File: src/rtl/cpu_pkg.sv
// cpu_pkg: definitions shared by the fetch stage and the cpu control FSM.
//   - instruction format codes carried in inst[1:0]
//   - branch condition codes carried in inst[3:2] and on cmp_flag
//   - fetch sequencer state encoding
package cpu_pkg;

   localparam logic [1:0] FMT_REG = 2'b00;
   localparam logic [1:0] FMT_IMM = 2'b01;
   localparam logic [1:0] FMT_BR  = 2'b10;

   localparam logic [1:0] COND_EQ   = 2'b00;
   localparam logic [1:0] COND_GT   = 2'b01;
   localparam logic [1:0] COND_LT   = 2'b10;
   // cmp_flag value meaning "no compare result"; never satisfies a branch
   localparam logic [1:0] COND_NONE = 2'b11;

   typedef enum logic [2:0] {
      IDLE,
      FETCH,
      LOAD,
      ISSUE,
      WAIT_DONE
   } fetch_state_t;

endpackage

File: src/rtl/branch_resolver.sv
// branch_resolver: combinational next-PC computation.
// Ports:
//   pc       in  ADDR_W : current program counter
//   inst     in  INST_W : instruction being completed
//   cmp_flag in  2      : ALU compare result sampled in the done cycle
//   next_pc  out ADDR_W : branch target when taken, else pc+1 (wrapping)
module branch_resolver
   import cpu_pkg::*;
#(
   parameter int ADDR_W = 8,
   parameter int INST_W = 16
) (
   input  logic [ADDR_W-1:0] pc,
   input  logic [INST_W-1:0] inst,
   input  logic [1:0]        cmp_flag,
   output logic [ADDR_W-1:0] next_pc
);

   localparam logic [ADDR_W-1:0] PC_ONE = 1;

   logic [1:0]        cond;
   logic [ADDR_W-1:0] target;
   logic              taken;
   logic              unused_inst;

   assign cond   = inst[3:2];
   assign target = inst[ADDR_W+3:4];

   // A branch whose condition field is "none" can never match, even
   // though cmp_flag may also read "none".
   assign taken  = (inst[1:0] == FMT_BR) && (cond != COND_NONE) && (cond == cmp_flag);

   assign next_pc = taken ? target : (pc + PC_ONE);

   // Upper opcode bits are decoded by cpu, not here.
   assign unused_inst = ^inst;

endmodule

File: src/rtl/fetch_unit.sv
// fetch_unit: instruction fetch stage feeding the cpu control FSM.
// Holds the PC, reads the synchronous instruction ROM, presents the
// instruction on inst with a one-cycle run pulse and holds it until cpu
// signals done, then advances the PC.
// Optional feature macro: FETCH_BRANCH_EN (branch resolution on format
// 2'b10 against cmp_flag; without it every instruction advances to pc+1).
// Ports:
//   clk, reset           : clock and synchronous active-high reset
//   start                : begin execution at pc (IDLE only)
//   stop                 : finish current instruction, then go IDLE
//   mem_addr, mem_en     : ROM read address and strobe
//   mem_rdata            : ROM data, valid the cycle after mem_en
//   inst, run            : instruction and start pulse to cpu
//   done                 : cpu completion (its S2)
//   cmp_flag             : last ALU compare result
//   pc, busy             : program counter and not-IDLE status
module fetch_unit
   import cpu_pkg::*;
#(
   parameter int ADDR_W = 8,
   parameter int INST_W = 16
) (
   input  logic              clk,
   input  logic              reset,
   input  logic              start,
   input  logic              stop,
   output logic [ADDR_W-1:0] mem_addr,
   output logic              mem_en,
   input  logic [INST_W-1:0] mem_rdata,
   output logic [INST_W-1:0] inst,
   output logic              run,
   input  logic              done,
   input  logic [1:0]        cmp_flag,
   output logic [ADDR_W-1:0] pc,
   output logic              busy
);

   fetch_state_t      state, state_next;
   logic [ADDR_W-1:0] next_pc;

`ifdef FETCH_BRANCH_EN
   branch_resolver #(
      .ADDR_W (ADDR_W),
      .INST_W (INST_W)
   ) u_branch_resolver (
      .pc       (pc),
      .inst     (inst),
      .cmp_flag (cmp_flag),
      .next_pc  (next_pc)
   );
`else
   localparam logic [ADDR_W-1:0] PC_ONE = 1;
   logic unused_cmp_flag;

   assign next_pc         = pc + PC_ONE;
   assign unused_cmp_flag = ^cmp_flag;
`endif

   always_ff @(posedge clk) begin
      if (reset) begin
         state <= IDLE;
      end else begin
         state <= state_next;
      end
   end

   // Outputs decode from state only so nothing follows done combinationally.
   always_comb begin
      state_next = state;
      mem_en     = 1'b0;
      mem_addr   = '0;
      run        = 1'b0;
      busy       = 1'b1;
      unique case (state)
         IDLE: begin
            busy = 1'b0;
            if (start) begin
               state_next = FETCH;
            end
         end
         FETCH: begin
            mem_en     = 1'b1;
            mem_addr   = pc;
            state_next = LOAD;
         end
         LOAD: begin
            state_next = ISSUE;
         end
         ISSUE: begin
            run        = 1'b1;
            state_next = WAIT_DONE;
         end
         WAIT_DONE: begin
            if (done) begin
               state_next = stop ? IDLE : FETCH;
            end
         end
         default: begin
            state_next = IDLE;
         end
      endcase
   end

   // inst only loads in LOAD, so it is stable from ISSUE through done;
   // pc only moves on the done edge.
   always_ff @(posedge clk) begin
      if (reset) begin
         pc   <= '0;
         inst <= '0;
      end else begin
         if (state == LOAD) begin
            inst <= mem_rdata;
         end
         if ((state == WAIT_DONE) && done) begin
            pc <= next_pc;
         end
      end
   end

endmodule

File: config.mk
export PLATFORM = sky130hd
export DESIGN_NAME = fetch_unit
export DESIGN_NICKNAME = d
export VERILOG_FILES = /design/src/rtl/cpu_pkg.sv /design/src/rtl/branch_resolver.sv /design/src/rtl/fetch_unit.sv
export SDC_FILE = /design/constraint.sdc
export NUM_CORES = 1
export LEC_CHECK = 0
export ABC_AREA = 0
export BUFFER_PORTS_ARGS = -buffer_cell sky130_fd_sc_hd__buf_2
export CAP_MARGIN = 20
export CORE_MARGIN = 2
export CORE_UTILIZATION = 35
export DETAILED_ROUTE_END_ITERATION = 8
export PLACE_DENSITY = 0.7
export SYNTH_ARGS = -nofsm -noshare
export SYNTH_HDL_FRONTEND = slang
export SYNTH_SLANG_ARGS = --single-unit
export TNS_END_PERCENT = 10
File: constraint.sdc
create_clock -name clk -period 3.55 [get_ports clk]
set_input_delay 0.5325 -clock clk [delete_from_list [all_inputs] [get_ports clk]]
set_output_delay 0.5325 -clock clk [all_outputs]
set_load 0.005 [all_outputs]
# ---- Yosys cells after proc, flatten, opt, wreduce, memory -nomap -nowiden
# Cells that the tools add are included.
dict set report word_totals {
  regBits 27
  input_bits 23
  out_inout_bits 35
}
dict set report op_classes {
  n_addsub 1
  n_eq_ne 6
  n_mux 8
  n_reduce_logical 3
}
# cell count
set op_table {}
lappend op_table {{case mux 3 bit (5 select lines)} 1}
lappend op_table {{adder 8 x 1 -> 8 bit, second input constant} 1}
lappend op_table {{two-way mux 8 bit} 1}
lappend op_table {{== test 3 x 2 -> 1 bit, second input constant} 2}
lappend op_table {{two-way mux 3 bit} 2}
lappend op_table {{two-way mux 1 bit} 4}
lappend op_table {{!= test 2 bit, second input constant} 2}
lappend op_table {{== test 3 x 1 -> 1 bit, second input constant} 1}
lappend op_table {{== test 3 bit, second input constant} 1}
lappend op_table {{zero test 3 bit} 1}
lappend op_table {{AND reduction 2 bit} 1}
lappend op_table {{logical AND 1 bit} 1}

# ---- Longest topological paths before layout
# Gate-level depths: netlist of the first run.
dict set report logic_depth {
  depth_word 3
  depth_mapped 5
}

# ---- Worst setup path before layout of the first run
# Ideal clock, no wire load.
dict set report synth_timing {
  path_type {register to output}
  start {reg state[2]}
  end {out mem_addr[0]}
  arrival_time_ns 0.927
  path_slack_ns 2.090
  path_stages_with_launch 3
  path_cell_list {dfxtp_1 -> nor3b_2 -> and2_1}
}
dict set report synth_via {
  elab_chain_cells 2
}
# element line
set synth_lines {}
lappend synth_lines {{from (decl)} fetch_unit.sv:38} ;# fetch_state_t state, state_next;
lappend synth_lines {{from (signal assigned)} fetch_unit.sv:63} ;# state <= state_next;
lappend synth_lines {{== test 3 x 1 -> 1 bit} fetch_unit.sv:74} ;# unique case (state)
lappend synth_lines {{two-way mux 8 bit} fetch_unit.sv:74}
lappend synth_lines {{to (decl)} fetch_unit.sv:27} ;# output logic [ADDR_W-1:0] mem_addr,
# Every way passes these cells.

# ---- Final worst setup path of the first run
dict set report layout_timing {
  start {reg state[0]}
  end {out mem_addr[2]}
}
# Same word-level chain as after synthesis.

==> results of run 1 <==
metrics by stage:
stage	power, mW	hold WS (ps)	util, %	setup slack [ps]
final	0.525	436	47.9	1480
after global placement	0.400	469	47.0	1850
after detailed placement	0.403	486	47.0	1820
after global routing	0.552	431	47.9	1330
after CTS	0.533	431	47.9	1450
after floorplan	0.374	485	-	2090
flip-flops by register name, indices dropped and copies added, names as in the netlist:
register	cells
pc	8
state	3
inst	16
critical path, stage by stage (launching register included):
cell     delay [ps]
dfxtp_1         450
nor3b_2         480
and2_1          190
buf_2           110
kinds of logic after synthesis:
kind of cell / Yosys count / synth area share [%]
multiplexers: 18 / 15.9
adder cells (fa/ha/maj): 1 / 1.10
AO/OA/AOI/OAI: 11 / 5.58
XOR/XNOR: 1 / 0.767
buffers and inverters: 8 / 3.94
flip-flops: 27 / 47.3
AND/OR/NAND/NOR: 51 / 25.4
routing by layer:
metal,up-vias,track usage [%],routed length [µm]
li1,513,-,-
met2,27,23.7,1250
met4,0,6.52,15
met5,-,0,0
met3,2,2.31,121
met1,461,14.9,1020
report_power, final:
part | internal, mW | switching (mW)
Clock | 0.0439 | 0.0861
Sequential | 0.316 | 0.00942
Combinational | 0.0375 | 0.0328
Total | 0.397 | 0.128
cell type report:
cell class                 count  area [µm²]  area share (%)
timing repair buffer          56         283            19.2
sequential                    27         541            36.7
inverter                       2        7.51           0.509
tap                           44        55.1            3.74
clock buffer                   4        26.3            1.78
multi-input combinational     82         562            38.1
synth_stat cells, types with 2 or more instances:
cell type / n / area share [%]
dfxtp_1: 27 / 47
nor2_1: 23 / 7.6
mux2i_1: 17 / 15
and2_1: 8 / 4.4
a21oi_1: 5 / 2.2
or3_1: 4 / 2.2
nand3_1: 3 / 1.3
o21ai_0: 3 / 1.3
buf_4: 2 / 1.3
clkbuf_1: 2 / 0.66
inv_1: 2 / 0.66
nand2_1: 2 / 0.66
o31ai_1: 2 / 1.3
or4_1: 2 / 1.3
worst max path at each step:
stage	endpoint	slack, ps	cells after the start
final	mem_addr[2]	1480	3
after floorplan	mem_addr[0]	2090	2
after CTS	mem_addr[6]	1450	3
after global placement	pc[7]	1850	4
after global routing	mem_addr[6]	1330	3
after detailed placement	mem_addr[6]	1820	3
==> results.ini, run 1 <==
[run_status]
outcome=finished clean

[min_path]
min-delay-path-class=in -> reg
hp-start=mem_rdata[9]
worst_hold_path.endpoint=inst[9]
hold_depth=3

[global_routing]
overflow=0
grt_pass1_vias=905
grt_pass1_wl_mm=3.70
grt_max_degree=29
grtUsageTotal_pct=13.2
antenna_found_initial=0

[pwr]
vdd_ir_drop_max_mv=0.181
power_density_nw_per_um2=356
p_leak_nw=0.684

[place]
place_inst=211
place_congestion=0.723
place_area_um2=1450
place_hpwl_mm=1.80
io_buffers=55

[timing]
fin_worst_skew_ps=8.95
fin_crit_sh_pct=58.3
slew_headroom_pct=67.1
drv_slew=0
timing.fmax_mhz=483
rsz0062_at_grt=no
worst_slew_pin_slew_ps=491
setup_viol=0
fin_crit_ps=2070
finalSetupTns_ps=0
hold_viol_final=0

[worst_setup_path]
r2r-end=pc[7]
required_ps=3020
critical_path_class=reg -> out
critPathLaunch=state[0]
r2r-start=state[2]
endpoint_kind=primary output
r2r_cells=3
ff2ff_setup_slack_ps=1950
cp_max_fo=10
start_kind=flop
cp_data_arrival_time_ps=1540

[floorplanning]
die_w_um=61.1
rows=20
io_pins=58
die_h_um=61.1
dieArea_um2=3740
core_um2=3080
initial_utilization_pct=37.1

[detailed_routing]
drt_iter0_markers=30
finalWirelength_mm=2.40
viasPerCell=4.67
drcViolationCount=0
wl_per_cell_um=11.2
drt-pass1-iter-count=4
ant_nets=0
vias=1003

[logic_synthesis]
synth_cells=117
synth-seq-area-share_pct=47.3
yosysWarnings=0
ys_ff_latch=27
synth_flop_cell=dfxtp_1
synth_area_um2=1140
async_reset_ff_share_pct=0
synthesis.nets=141
synth_area_per_cell_um2=9.76
synth_cell_types=29
synth_enable_flop_cells=0

[run]
maxCapViolCount=0

[final_layout]
layout.nets=196
most-common-layout-cells=buf_2, dfxtp_1, nor2_1
num_antenna_cells=0
final_area_um2=1470
area_delta_synth_final_pct=29.0
final_cell_count_no_fill=215
drive_above_1_share_pct=36.8
fill_cells=304
final_common_cell=buf_2

[clocking]
clock_path_buffers=2
clock-sinks=27
numCtsBuffers=3
cts-root-buf=clkbuf_4
htreeDepth=1
cts_hold_buffers=0
clk_pin_slew_ps=140
cts_resized=0
clk_latency_ps=320
post-cts-setup-buffers=0
cts_tree=done

(Power assumes the default switching activity.)
==> inputs of run 2 (changes only) <==
==> constraint.sdc (replaced) <==
create_clock -name clk -period 2.1 [get_ports clk]
set_input_delay 0.315 -clock clk [delete_from_list [all_inputs] [get_ports clk]]
set_output_delay 0.315 -clock clk [all_outputs]
set_load 0.005 [all_outputs]
==> results.ini, run 2 (synthesis results as in run 1) <==
[pwr]
switchingPower_uw=216
internal-power_uw=671
vdd_ir_drop_max_mv=0.603
total_power_uw=887
p_comb_share_pct=13.4
clkPwrFrac_pct=24.7
p_leak_nw=0.684
power_density_nw_per_um2=602
p_seq_share_pct=61.9
switching_share_pct=24.4

[global_routing]
antenna_found_initial=0
grt_pass1_wl_mm=3.62
overflow=0
grtUsageTotal_pct=12.8
grt_max_degree=29
grt_pass1_vias=856

[final_layout]
final_cell_count_no_fill=215
drive_above_1_share_pct=36.8
largest_reg_flops=16
final_core_util_pct=47.9
most-common-layout-cells=buf_2, dfxtp_1, nor2_1
largest_register=inst
final_common_cell=buf_2
num_antenna_cells=0
area_delta_synth_final_pct=29.0
reg_top3=inst x16, pc x8, state x3
layout.nets=196

[clocking]
cts_hold_buffers=0
clk_pin_slew_ps=140
numCtsBuffers=3
post-cts-setup-buffers=0
clock_path_buffers=2
clk_latency_ps=310
cts_resized=0
clock-sinks=27
htreeDepth=1
cts-root-buf=clkbuf_4
cts_tree=done

[detailed_routing]
ant_nets=0
wl_per_cell_um=10.9
drcViolationCount=0
drt_iter0_markers=34
viasPerCell=4.61
drt-pass1-iter-count=4
vias=992
finalWirelength_mm=2.34

[timing]
fin_crit_sh_pct=87.8
fin_crit_ps=1840
drv_slew=0
rsz0062_at_grt=no
setup_viol=0
timing.fmax_mhz=542
finalSetupTns_ps=0
fin_worst_skew_ps=0.791
hold_viol_final=0
worst_slew_pin_slew_ps=497
slew_headroom_pct=66.9

[floorplanning]
core_um2=3080
rows=20
die_w_um=61.1
die_h_um=61.1
dieArea_um2=3740
io_pins=58
initial_utilization_pct=37.1

[worst_setup_path]
critical_path_class=reg -> out
endpoint_kind=primary output
cp_max_fo=10
cp_data_arrival_time_ps=1530
start_kind=flop
required_ps=1780
ff2ff_setup_slack_ps=470

[place]
place_inst=211
io_buffers=55
place_congestion=0.743
place_hpwl_mm=1.73

[min_path]
min-delay-path-class=in -> reg

[run]
maxCapViolCount=0

[run_status]
outcome=finished clean

-- run 2: layout make-up --
| class | count | area [µm²] |
|---|---|---|
| inverters | 2 | 7.51 |
| flip-flops and latches | 27 | 541 |
| fillers | 302 | 1600 |
| multi-input cells | 82 | 562 |
| repair buffers | 56 | 283 |
| well taps | 44 | 55.1 |
| clock buffers | 4 | 26.3 |
-- run 2: layer usage --
| layer | wire (µm) | track usage (%) |
|---|---|---|
| met2 | 1160 | 23.1 |
| met3 | 123 | 4.62 |
| met4 | 12 | 1.86 |
| met5 | 0 | 0 |
| met1 | 1050 | 14.8 |
-- run 2: power by group through the flow --
stage	Clock, mW	Sequential [mW]	Combinational [mW]
2_1_floorplan	0	0.560	0.0722
3_3_place_gp	0	0.559	0.117
4_1_cts	0.233	0.550	0.121
6_report	0.219	0.549	0.119
5_1_grt	0.247	0.553	0.132
3_5_place_dp	0	0.560	0.121
-- run 2: final timing paths --
kind	start	end	depth (start not counted)
worst max-delay path	state[0]	mem_addr[2]	3
worst min-delay path	mem_rdata[2]	inst[2]	3
worst max register to register	state[2]	pc[7]	3
worst min register to register	inst[3]	inst[3]	2
-- run 2: per-stage QoR --
step                setup slack (ps)  hold slack, ps  cell area (µm²)
floorplan                        776             462             1140
global placement                 556             468             1450
detailed placement               481             483             1450
CTS                              200             209             1470
global route                    78.4             210             1470
finish                           256             226             1470
-- run 2: worst max-delay path: stages (launching register included) --
cell and delay [ps]:
dfxtp_1 460, nor3b_2 460, and2_1 190, buf_2 110
